--- src/rtl/tetris_pkg.sv ---
// Shared constants for the tetris playfield Avalon-MM slave: grid geometry,
// register map and STATUS bit positions.
package tetris_pkg;
  localparam int GRID_W     = 10;
  localparam int GRID_H     = 20;
  localparam int GRID_BITS  = GRID_W * GRID_H;
  localparam int SNAP_WORDS = (GRID_BITS + 31) / 32;

  localparam logic [4:0] ADDR_STATUS = 5'd0;
  localparam logic [4:0] ADDR_SNAP0  = 5'd1;
  localparam logic [4:0] ADDR_SNAP6  = 5'd7;
  localparam logic [4:0] ADDR_LINES  = 5'd8;
  localparam logic [4:0] ADDR_CMD    = 5'd9;

  localparam int ST_GAME_OVER  = 0;
  localparam int ST_SNAP_VALID = 1;
  localparam int ST_IRQ_EN     = 2;
  localparam int ST_PENDING    = 3;
  localparam int ST_LINES_LSB  = 16;

  typedef logic [2:0] snap_idx_t;
endpackage

--- src/rtl/tetris_grid_avs_if.sv ---
// Avalon-MM slave bus used by the Nios to reach the playfield registers.
interface tetris_grid_avs_if;
  logic [4:0]  address;
  logic        read;
  logic        write;
  logic [31:0] writedata;
  logic [31:0] readdata;

  modport master (output address, read, write, writedata, input readdata);
  modport slave  (input address, read, write, writedata, output readdata);
endinterface

--- src/rtl/tetris_event_ctr.sv ---
// Game-event bookkeeping: game_over edge detect, saturating cleared-row
// counter and the sticky interrupt-pending flag.
module tetris_event_ctr #(
  parameter int CNT_W = 16
) (
  input  logic             clk,
  input  logic             reset_n,
  input  logic             row_cleared,
  input  logic             game_over,
  input  logic             lines_clr,
  input  logic             pend_clr,
  output logic [CNT_W-1:0] count,
  output logic             pending
);
  logic game_over_q;
  logic go_rise;

  assign go_rise = game_over & ~game_over_q;

  always_ff @(posedge clk or negedge reset_n) begin
    if (!reset_n) begin
      game_over_q <= 1'b0;
      count       <= '0;
      pending     <= 1'b0;
    end else begin
      game_over_q <= game_over;
      // A clear that coincides with a new row leaves that row counted.
      if (lines_clr)
        count <= row_cleared ? CNT_W'(1) : '0;
      else if (row_cleared && count != {CNT_W{1'b1}})
        count <= count + CNT_W'(1);
      // New events win over a software acknowledge in the same cycle.
      if (row_cleared || go_rise)
        pending <= 1'b1;
      else if (pend_clr)
        pending <= 1'b0;
    end
  end
endmodule

--- src/rtl/tetris_grid_avs.sv ---
// Avalon-MM window onto the tetris playfield: snapshot capture, STATUS,
// lines counter and maskable game-event interrupt.
module tetris_grid_avs
  import tetris_pkg::*;
#(
  parameter int CNT_W = 16
) (
  input  logic                 clk,
  input  logic                 reset_n,
  input  logic [GRID_BITS-1:0] grid_state,
  input  logic                 row_cleared,
  input  logic                 game_over,
  tetris_grid_avs_if.slave     avs,
  output logic                 irq
);
  localparam int PAD_BITS = SNAP_WORDS * 32;

  logic [GRID_BITS-1:0] snapshot;
  logic [PAD_BITS-1:0]  snap_pad;
  logic                 snap_valid;
  logic                 irq_en;
  logic                 pending;
  logic [CNT_W-1:0]     count;
  logic                 wr_status, wr_lines, capture;
  snap_idx_t            snap_idx;
  logic [31:0]          rdata;

  assign wr_status = avs.write && avs.address == ADDR_STATUS;
  assign wr_lines  = avs.write && avs.address == ADDR_LINES;
  assign capture   = avs.write && avs.address == ADDR_CMD && avs.writedata[0];
  assign snap_pad  = {{(PAD_BITS-GRID_BITS){1'b0}}, snapshot};
  assign snap_idx  = avs.address[2:0] - 3'd1;

  tetris_event_ctr #(.CNT_W(CNT_W)) u_evt (
    .clk        (clk),
    .reset_n    (reset_n),
    .row_cleared(row_cleared),
    .game_over  (game_over),
    .lines_clr  (wr_lines),
    .pend_clr   (wr_status && avs.writedata[ST_PENDING]),
    .count      (count),
    .pending    (pending)
  );

  always_comb begin
    rdata = '0;
    if (avs.address == ADDR_STATUS) begin
      rdata[ST_GAME_OVER]          = game_over;
      rdata[ST_SNAP_VALID]         = snap_valid;
      rdata[ST_IRQ_EN]             = irq_en;
      rdata[ST_PENDING]            = pending;
      rdata[ST_LINES_LSB +: CNT_W] = count;
    end else if (avs.address >= ADDR_SNAP0 && avs.address <= ADDR_SNAP6) begin
      rdata = snap_pad[32*snap_idx +: 32];
    end else if (avs.address == ADDR_LINES) begin
      rdata[CNT_W-1:0] = count;
    end
  end

  // Read data is sampled from pre-edge state, so a same-cycle write or
  // capture is never visible to the read that accompanies it.
  always_ff @(posedge clk or negedge reset_n) begin
    if (!reset_n) begin
      avs.readdata <= '0;
      snapshot     <= '0;
      snap_valid   <= 1'b0;
      irq_en       <= 1'b0;
      irq          <= 1'b0;
    end else begin
      if (avs.read) avs.readdata <= rdata;
      if (capture) begin
        snapshot   <= grid_state;
        snap_valid <= 1'b1;
      end
      if (wr_status) irq_en <= avs.writedata[ST_IRQ_EN];
      irq <= irq_en & pending;
    end
  end
endmodule

--- src/flat_wrapper.sv ---
// flat-port wrapper written by rule: the top's interface ports become plain ports
module tetris_grid_avs_flat import tetris_pkg::*;
#(
  parameter int CNT_W = 16
)
  (clk, reset_n, grid_state, row_cleared, game_over, irq, avs_address, avs_read, avs_write, avs_writedata, avs_readdata);
  tetris_grid_avs_if avs_i ();
  input  logic clk;
  input  logic reset_n;
  input  logic [GRID_BITS-1:0] grid_state;
  input  logic row_cleared;
  input  logic game_over;
  output logic irq;
  input wire logic [$bits(avs_i.address)-1:0] avs_address;
  input wire logic [$bits(avs_i.read)-1:0] avs_read;
  input wire logic [$bits(avs_i.write)-1:0] avs_write;
  input wire logic [$bits(avs_i.writedata)-1:0] avs_writedata;
  output wire logic [$bits(avs_i.readdata)-1:0] avs_readdata;
  assign avs_i.address = avs_address;
  assign avs_i.read = avs_read;
  assign avs_i.write = avs_write;
  assign avs_i.writedata = avs_writedata;
  assign avs_readdata = avs_i.readdata;
  tetris_grid_avs #(.CNT_W(CNT_W)) u_core (.clk(clk), .reset_n(reset_n), .grid_state(grid_state), .row_cleared(row_cleared), .game_over(game_over), .avs(avs_i), .irq(irq));
endmodule
--- config.mk ---
export PLATFORM = sky130hd
export DESIGN_NAME = tetris_grid_avs_flat
export DESIGN_NICKNAME = d
export VERILOG_FILES = /design/src/rtl/tetris_pkg.sv /design/src/rtl/tetris_grid_avs_if.sv /design/src/rtl/tetris_event_ctr.sv /design/src/rtl/tetris_grid_avs.sv /design/src/flat_wrapper.sv
export SDC_FILE = /design/constraint.sdc
export NUM_CORES = 1
export LEC_CHECK = 0
export CAP_MARGIN = 20
export CORE_MARGIN = 2
export CORE_UTILIZATION = 30
export CTS_CLUSTER_DIAMETER = 50
export DETAILED_ROUTE_END_ITERATION = 6
export GPL_ROUTABILITY_DRIVEN = 1
export SLEW_MARGIN = 15
export SYNTH_ARGS = -nofsm -noshare
export SYNTH_HDL_FRONTEND = slang
export SYNTH_SLANG_ARGS = --single-unit
--- constraint.sdc ---
create_clock -name clk -period 1.8 [get_ports clk]
set_input_delay 0.36 -clock clk [delete_from_list [all_inputs] [get_ports clk]]
set_output_delay 0.36 -clock clk [all_outputs]
set_load 0.005 [all_outputs]
==> results of run 1 <==
[flip-flops by register name, summed over array words and instances, names as in the netlist]
name,count
u_core.snap_valid,1
u_core.u_evt.count,16
u_core.u_evt.pending,1
u_core.irq,1
u_core.avs.readdata,32
u_core.snapshot,200
u_core.irq_en,1
u_core.u_evt.game_over_q,1
[synthesized netlist by cell type (all sizes together), types with 2 or more instances]
cell type,count
dfrtp,253
mux2,205
buf,48
mux4,32
nand3,31
a31oi,28
mux2i,28
nor2b,22
o211ai,19
o21ai,19
nand2,18
clkbuf,14
inv,14
nor3,13
a211oi,10
a21oi,10
and2,10
nor2,10
o22ai,8
nor4,6
o31ai,6
a221o,5
and3,5
nand3b,5
nand4,5
ha,4
nand2b,4
or4,4
nor4b,3
or3,3
and4,2
or2,2
[placed cells by master (no fill, tap or decap), types with 7 or more instances in the layout]
master and instances:
sky130_fd_sc_hd__nor3_1 13, sky130_fd_sc_hd__dfrtp_1 250, sky130_fd_sc_hd__a21oi_1 10, sky130_fd_sc_hd__inv_1 12, sky130_fd_sc_hd__mux2i_1 28, sky130_fd_sc_hd__nand3_1 29, sky130_fd_sc_hd__o211ai_1 19, sky130_fd_sc_hd__nand2_1 17
sky130_fd_sc_hd__buf_4 76, sky130_fd_sc_hd__o21ai_0 15, sky130_fd_sc_hd__nor2b_1 22, sky130_fd_sc_hd__mux2_1 190, sky130_fd_sc_hd__nor2_1 10, sky130_fd_sc_hd__clkbuf_16 35, sky130_fd_sc_hd__mux2_2 12, sky130_fd_sc_hd__dlymetal6s2s_1 10
sky130_fd_sc_hd__mux4_2 32, sky130_fd_sc_hd__a211oi_2 7, sky130_fd_sc_hd__dlygate4sd2_1 8, sky130_fd_sc_hd__clkdlybuf4s50_1 224, sky130_fd_sc_hd__a31oi_1 28, sky130_fd_sc_hd__and2_1 9, sky130_fd_sc_hd__buf_12 21, sky130_fd_sc_hd__o22ai_1 8
[layer usage]
| metal | track usage | vias to the layer above |
|---|---|---|
| li1 | - | 3861 |
| met1 | 0.231 | 4230 |
| met2 | 0.272 | 233 |
| met3 | 0.0473 | 48 |
| met4 | 0.0475 | 10 |
| met5 | 0 | - |
[metrics by stage]
stage | setup TNS, ns | std cells | cell area [um2] | setup slack (ns) | hold slack, ns
after global placement | -182.61 | 1652 | 15500 | -0.888 | 0.363
after global routing | 0 | 1720 | 16900 | 0.00144 | 0.305
after detailed placement | -188.82 | 1652 | 15500 | -0.955 | 0.361
after CTS | 0 | 1718 | 16900 | 0.000519 | 0.251
after floorplan | -5.91 | 856 | 11800 | -0.108 | 0.0644
final | 0 | 1721 | 16900 | 0.0357 | 0.284
[kinds of logic after synthesis]
kind of cell,share of synthesized area
multiplexers,0.284
flip-flops,0.543
AND/OR/NAND/NOR,0.0748
AO/OA/AOI/OAI,0.0619
buffers and inverters,0.0304
XOR/XNOR,0.00215
adder cells (fa/ha/maj),0.00429
[worst max path at each step]
stage,end,slack (ns),cells past startpoint
after floorplan,u_core.avs.readdata[11],-0.11,9
after global placement,u_core.avs.readdata[16],-0.89,7
after detailed placement,u_core.avs.readdata[18],-0.95,7
after CTS,avs_readdata[9],0.0005,1
after global routing,avs_readdata[15],0.001,1
final,avs_readdata[17],0.04,1
[what timing repair did]
item                                    CTS  global route
setup buffers                             7             0
cloned                                    2             1
pin swaps                                 2             2
hold buffers                              1             0
hold endpoints to repair                 47             0
endpoints found under the setup margin  240           175
gates resized for setup                  23            23
[power by group]
group          switching (uW)  internal [uW]
sequential                406           6410
combinational            1030           1460
clock                    2580           4240
total                    4020          12100
[area by class of cell]
| class | instances | area (um2) | share of cell area |
|---|---|---|---|
| clock buffers | 42 | 962 | 0.0569 |
| multi-input cells | 527 | 5140 | 0.304 |
| diodes | 3 | 7.51 | 0.000444 |
| inverters | 14 | 57.6 | 0.00340 |
| repair buffers | 350 | 3570 | 0.211 |
| well taps | 518 | 648 | 0.0383 |
| clock inverters | 14 | 178 | 0.0105 |
| flip-flops and latches | 253 | 6330 | 0.375 |
==> results.txt, run 1 <==
Startpoint of the tightest hold check path: avs_read. The setup check on the worst reg-to-reg path leaves a slack of 0.09 ns. The number of nets produced by synthesis came out at 1103.

Of all cell types, the one taking the most synthesized area is sky130_fd_sc_hd__dfrtp_1. The clock tree synthesis step divided the H-tree into 2 levels. The register bit count reported by yosys came out at 253. The placed wire-length estimate was 25.6 mm; the count of buffers from port buffering was 246.

The flow ran to the end, and the final reports show no timing, DRC or antenna violations. The mapped netlist covers 11700 um2. The number of buffer and inverter stages on the critical path is 1.

The worst hold path passes through 3 cells. The total area inside the core boundary comes to 38500 um2. For the routed wire length, the log shows 34.4 mm. The routed design could run at a clock period as short as 1.76 ns. After synthesis, the cell types taking the most area are sky130_fd_sc_hd__dfrtp_1 54%, sky130_fd_sc_hd__mux2_1 18%, sky130_fd_sc_hd__mux4_2 6.2%, sky130_fd_sc_hd__mux2i_1 2.4%, sky130_fd_sc_hd__buf_2 1.8%. The synthesized netlist contains 50 unique library cells. Routed signal wires occupy layers up through met5. Synthesis produced 856 cells. The power per unit of standard cell area was 954 nW/um2. Share of final-layout standard cells stronger than drive strength 1: 0.200.

The type of the tightest min-delay check was input port to flip-flop. The via count of the first global-routing pass came out at 8922. Entering global routing, the biggest net connects 58 pins. The run gives 15.9 mm as the sum of met2 wire segment lengths after detailed routing.

The largest stage delay on the critical path is 0.56 ns. For the worst setup path, the data arrival time is 1.40 ns. The number of top-level design ports is 276, and the die extent in y is 201 um. The overall die area came out at 40500 um2.

The effective utilization at floorplan is 0.303, and the number of sinks driven by the clock tree is 253. The worst setup path is launched from a flip-flop. Global-route wire length before repair: 53.6 mm. TritonCTS built the clock tree. In this run the critical register-to-register path is captured at u_core.u_evt.count[12]. Overall fraction of global-route tracks in use: 0.172. In the routed layout, each cell is associated on average with a via count of 4.87. The leakage power summed over all cells was 0.00769 uW; the number of setup violations in the final report was 0. Leading register cell type out of synthesis: sky130_fd_sc_hd__dfrtp_1. The final critical-path share of the clock period was 0.980.

The final-report hold violation count is 0, and the clock buffer count from CTS is 34. Counting the fill cells in the layout gives 3553. The worst register-to-register path has a depth of 4. The fraction of registers with async set or reset after synthesis is 1.00, and the post-route core utilization is 0.439. For the total of warnings raised by yosys, the log shows 0.

The routability-driven placement congestion ratio was 0.783; the maximum vdd ir drop was 0.551 mV. Fraction of synthesized cell area taken by the top area cell type: 0.543. For the vias after detailed routing, the log shows 8382. The critical path goes through clkdlybuf4s50_1.

The wire length on met1 is 15.5 mm, and the peak clock frequency supported by timing is 567 MHz. The logs give 0 for the final antenna-violating net count and 0.0237 ns for the final setup skew. In this run the core area contains 72 standard-cell rows.

The cell sitting at the root of the clock tree is a sky130_fd_sc_hd__clkbuf_16. Tracing the worst setup path back leads to its startpoint at u_core.avs.readdata[17]. The critical path in this run is classified as flip-flop to primary output. Summed over all nets, wire length on met3 after detailed routing comes to 2.22 mm.

The later pin in the worst-skew pair is clocked with a latency of 0.52 ns. The layout overhead on the synthesized area was 44.9%; the iteration-0 DRC count of the detailed router was 389. The max-slew violation count is 0. For this design, the slowest cell found on the critical path is sky130_fd_sc_hd__clkdlybuf4s50_1. At the end of the flow, the number of nets in the layout was 1427. Residual overflow from global routing: 0. The normalized max-slew margin was 0.641. The startpoint identified for the worst register-to-register timing path is u_core.u_evt.count[4].

For hold timing, the worst endpoint is u_core.avs.readdata[1]. Measured along the x axis, the die boundary spans 201 um. Data on the critical path is required at its endpoint by 1.44 ns.

The total power was 16100 uW; the clock-pin slew on the worst setup and hold paths was 0.06 ns. The mean routed wirelength per cell is 20.0 um, and the count of flip-flops with a built-in enable after synthesis is 0. For the pin with the worst max-slew slack, the measured transition is 0.538 ns.

Setup repair after global routing left no endpoint under its margin. For the remaining routing DRC violations, the log shows 0. STA classifies the critical path endpoint as a primary output.

The category of cells accounting for the largest share of critical-path delay was buffers and inverters. Dividing the synthesized area by the synthesized cell count gives 13.6 um2. The sequential cell area fraction in the yosys report was 0.543; the initial antenna violation count was 8. In this run the deepest clock path goes through 3 buffers. The number of violations of the max-capacitance limit is 0. The number of detailed-routing iterations run before antenna repair was 4. In this run the worst path has a maximum fanout of 2.
Note: power is estimated with default switching activity, not from simulation.
==> run 2, diff against run 1 <==
==> constraint.sdc (replaced) <==
create_clock -name clk -period 1.6 [get_ports clk]
set_input_delay 0.32 -clock clk [delete_from_list [all_inputs] [get_ports clk]]
set_output_delay 0.32 -clock clk [all_outputs]
set_load 0.005 [all_outputs]
==> run 2 against run 1 <==
Against the previous run: the run now ends with setup timing left; critical path depth rose by 6; hold slack got worse by 0.0080 ns; worst setup slack got worse by 0.072 ns; design area rose by 5.3%; largest power group is now sequential cells; global-route usage rose by 0.32 points; clock-buffer cell count did not move; non-clock buffer count rose by 27; combinational power rose by 35%; die area did not move; first-iteration DRC count rose by 6.7%.
==> results.txt, run 2 (synthesized netlist as in run 1, its figures left out) <==
Class of the most critical setup path: input port to flip-flop. The mean routed wirelength per cell was 20.2 um. The worst setup path is captured at a flip-flop. The iteration-0 DRC count of the detailed router is 415, and the overall die area is 40500 um2. The element type at the critical path start is an input port. In the routed layout, each cell is associated on average with a via count of 4.77. Data on the critical path is required at its endpoint by 2.03 ns.

Traced cell by cell, the critical path runs through clkdlybuf4s50_1 > nand3_2 > nor4b_4 > buf_6 > buf_12 > buf_12 > mux2_1. Leaving out fill and tap cells, the most frequent cells in the layout are 253 x sky130_fd_sc_hd__dfrtp_1, 207 x sky130_fd_sc_hd__clkdlybuf4s50_1, 186 x sky130_fd_sc_hd__mux2_4. The clock drives 253 sinks.

The logs give 72 for the row count and -0.0359 ns for the setup slack of the critical path after layout. The HPWL after detailed placement is 26.6 mm. For the normalized max-slew margin, the log shows 0.693. Buffers inserted during clock tree synthesis total 30. The layout overhead on the synthesized area came out at 52.6%.

On the worst path, the slowest cell contributes a delay of 0.47 ns. The final critical-path share of the clock period came out at 1.02. The most common library cell in the layout ignoring fill and taps is sky130_fd_sc_hd__dfrtp_1.

Ranked by flip-flop count, first place goes to u_core.snapshot. The initial antenna violation count came out at 7. The overall fraction of global-route tracks in use was 0.175; the effective utilization at floorplan was 0.303.

At the placement stage, the worst setup path has a slack of -1.08 ns. TritonCTS built the clock tree. For this design the top-level I/O count stands at 276. The logs give 0 for the max-slew violation count and 0.810 for the routability-driven placement congestion ratio. Setup repair after global routing could not meet its margin everywhere.

The final setup skew came out at 0.0111 ns. Across all register-to-register paths, the minimum setup slack is 0 ns. The tools report the final antenna-violating net count as 0. The pin count of the biggest net entering global routing was 43. The global-route wire length before repair was 55.3 mm; the internal power summed over all cells was 13300 uW. The worst register-to-register path ends at u_core.avs.readdata[1]. In this run the power density over the cells is 997 nW/um2. In this run the worst path has a maximum fanout of 10. The run finished, with violations left. Measured along the x axis, the die boundary spans 201 um.

The slowest stage of the critical path is the sky130_fd_sc_hd__clkdlybuf4s50_1 cell. The data arrival at the endpoint of the critical path was 2.07 ns; the number of detailed-routing iterations run before antenna repair was 5. Setup violations remaining at the end of the flow were counted as 39. In the routed design, unresolved DRC markers number 0. The tools report the sequential group share of total power as 0.433.

The logs give 9109 for the via count of the first global-routing pass and 0.56 ns for the later-pin clock latency in the skew report. The number of H-tree levels came out at 1. Logic gate share of total power: 0.189.

The number of violations of the max-capacitance limit is 0, and the residual overflow from global routing is 0. The die is 201 um tall. The cell at the root of the clock tree was sky130_fd_sc_hd__clkbuf_16.

The tools report the peak clock frequency supported by timing as 611 MHz. Switching fraction of total power: 0.249. In this design, the largest share of critical-path delay is due to buffers and inverters. In the final layout, the registers with the most flip-flops are u_core.snapshot x200, u_core.avs.readdata x32, u_core.u_evt.count x16.

Measured in cells, the most critical reg-to-reg path has a length of 3. Summed over all nets, the switching power comes to 4420 uW. The floorplan step defined a core boundary enclosing 38500 um2. The final reports fail on setup timing.

The clock-pin slew on the worst setup and hold paths is 0.06 ns. In this design, the critical path's most frequently occurring cell is sky130_fd_sc_hd__buf_12. Counting along the longest clock path gives a buffer depth of 3.

The final layout net count is 1450. The share of final-layout standard cells stronger than drive strength 1 works out to 0.367. Type of the tightest min-delay check: input port to asynchronous set/reset pin. The worst-case IR drop observed on VDD is 0.809 mV. The tools report the clock network power share as 0.378. The smallest clock period supported by the final layout is computed as 1.64 ns. The leakage power summed over all cells was 0.00787 uW; the final-report hold violation count was 0. The flip-flop count of the largest register after layout is 200. In the final timing run, aggregate negative setup slack is -0.427 ns. The critical path contains buffers and inverters numbering 4 combined. Buffers placed on the I/O ports in this run total 246.

The slew of the pin with the lowest slew margin is 0.458 ns, and the routed wire length is 35.4 mm. The vias after detailed routing came out at 8338. The tools report the startpoint of the most critical register-to-register path as u_core.snapshot[1].
==> run 2: cell types whose count changed in the layout (fill, tap and decap cells not counted), sizes merged, moves of 2 or more <==
cell and change:
clkdlybuf4s50 -17, dlymetal6s2s -10, dlygate4sd2 +21, clkbuf +5, diode +2, clkdlybuf4s15 +6
buf +22
==> run 2: cell type report <==
cell class | count | area, um2
fillers | 3450 | 20700
flip-flops and latches | 253 | 6330
multi-input cells | 527 | 5920
repair buffers | 377 | 3860
clock buffers | 42 | 837
well taps | 518 | 648
clock inverters | 12 | 131
inverters | 14 | 62.6
diodes | 5 | 12.5
==> run 2: routing by layer <==
| layer | part of all wire | track usage | routed length [um] | vias to the layer above |
|---|---|---|---|---|
| li1 | - | - | - | 3889 |
| met1 | 0.47 | 0.249 | 16500 | 4193 |
| met2 | 0.46 | 0.272 | 16100 | 196 |
| met3 | 0.055 | 0.0326 | 1950 | 54 |
| met4 | 0.022 | 0.0496 | 765 | 6 |
| met5 | 0.0010 | 0 | 36 | - |
==> run 2: worst max path at each step <==
stage,from,to,slack (ns),cells past startpoint
after floorplan,avs_address[0],u_core.avs.readdata[11],-0.27,9
after global placement,avs_address[1],u_core.avs.readdata[8],-1.07,7
after detailed placement,avs_address[1],u_core.avs.readdata[8],-1.08,7
after CTS,avs_writedata[0],u_core.snapshot[46],-0.006,6
after global routing,u_core.u_evt.count[1],u_core.u_evt.count[12],-0.05,5
final,avs_writedata[0],u_core.snapshot[46],-0.04,7
==> run 2: metrics by stage <==
stage                     power, uW  hold slack (ns)  instances  instance area, um2  utilization
after global placement        11000            0.272       1669               16400        0.426
after global routing          18600            0.277       1745               17800        0.463
after floorplan                9470           0.0244        856               12800            -
after CTS                     17900            0.262       1726               17400        0.453
after detailed placement      11100            0.270       1669               16400        0.426
final                         17700            0.276       1748               17800        0.463
==> run 2: timing repair <==
| action | CTS | global route |
|---|---|---|
| gates cloned | 0 | 8 |
| pin swaps | 5 | 7 |
| resized for setup | 59 | 35 |
| hold endpoints to repair | 32 | 0 |
| hold buffers | 1 | 0 |
| setup endpoints to repair | 283 | 166 |
| buffers inserted | 2 | 9 |
==> run 2: power groups by stage <==
stage | Clock (uW) | Combinational (uW) | Sequential [uW]
floorplan | 0 | 1840 | 7630
global placement | 0 | 3280 | 7760
detailed placement | 0 | 3340 | 7770
CTS | 6940 | 3340 | 7670
global route | 7190 | 3620 | 7790
finish | 6710 | 3350 | 7690
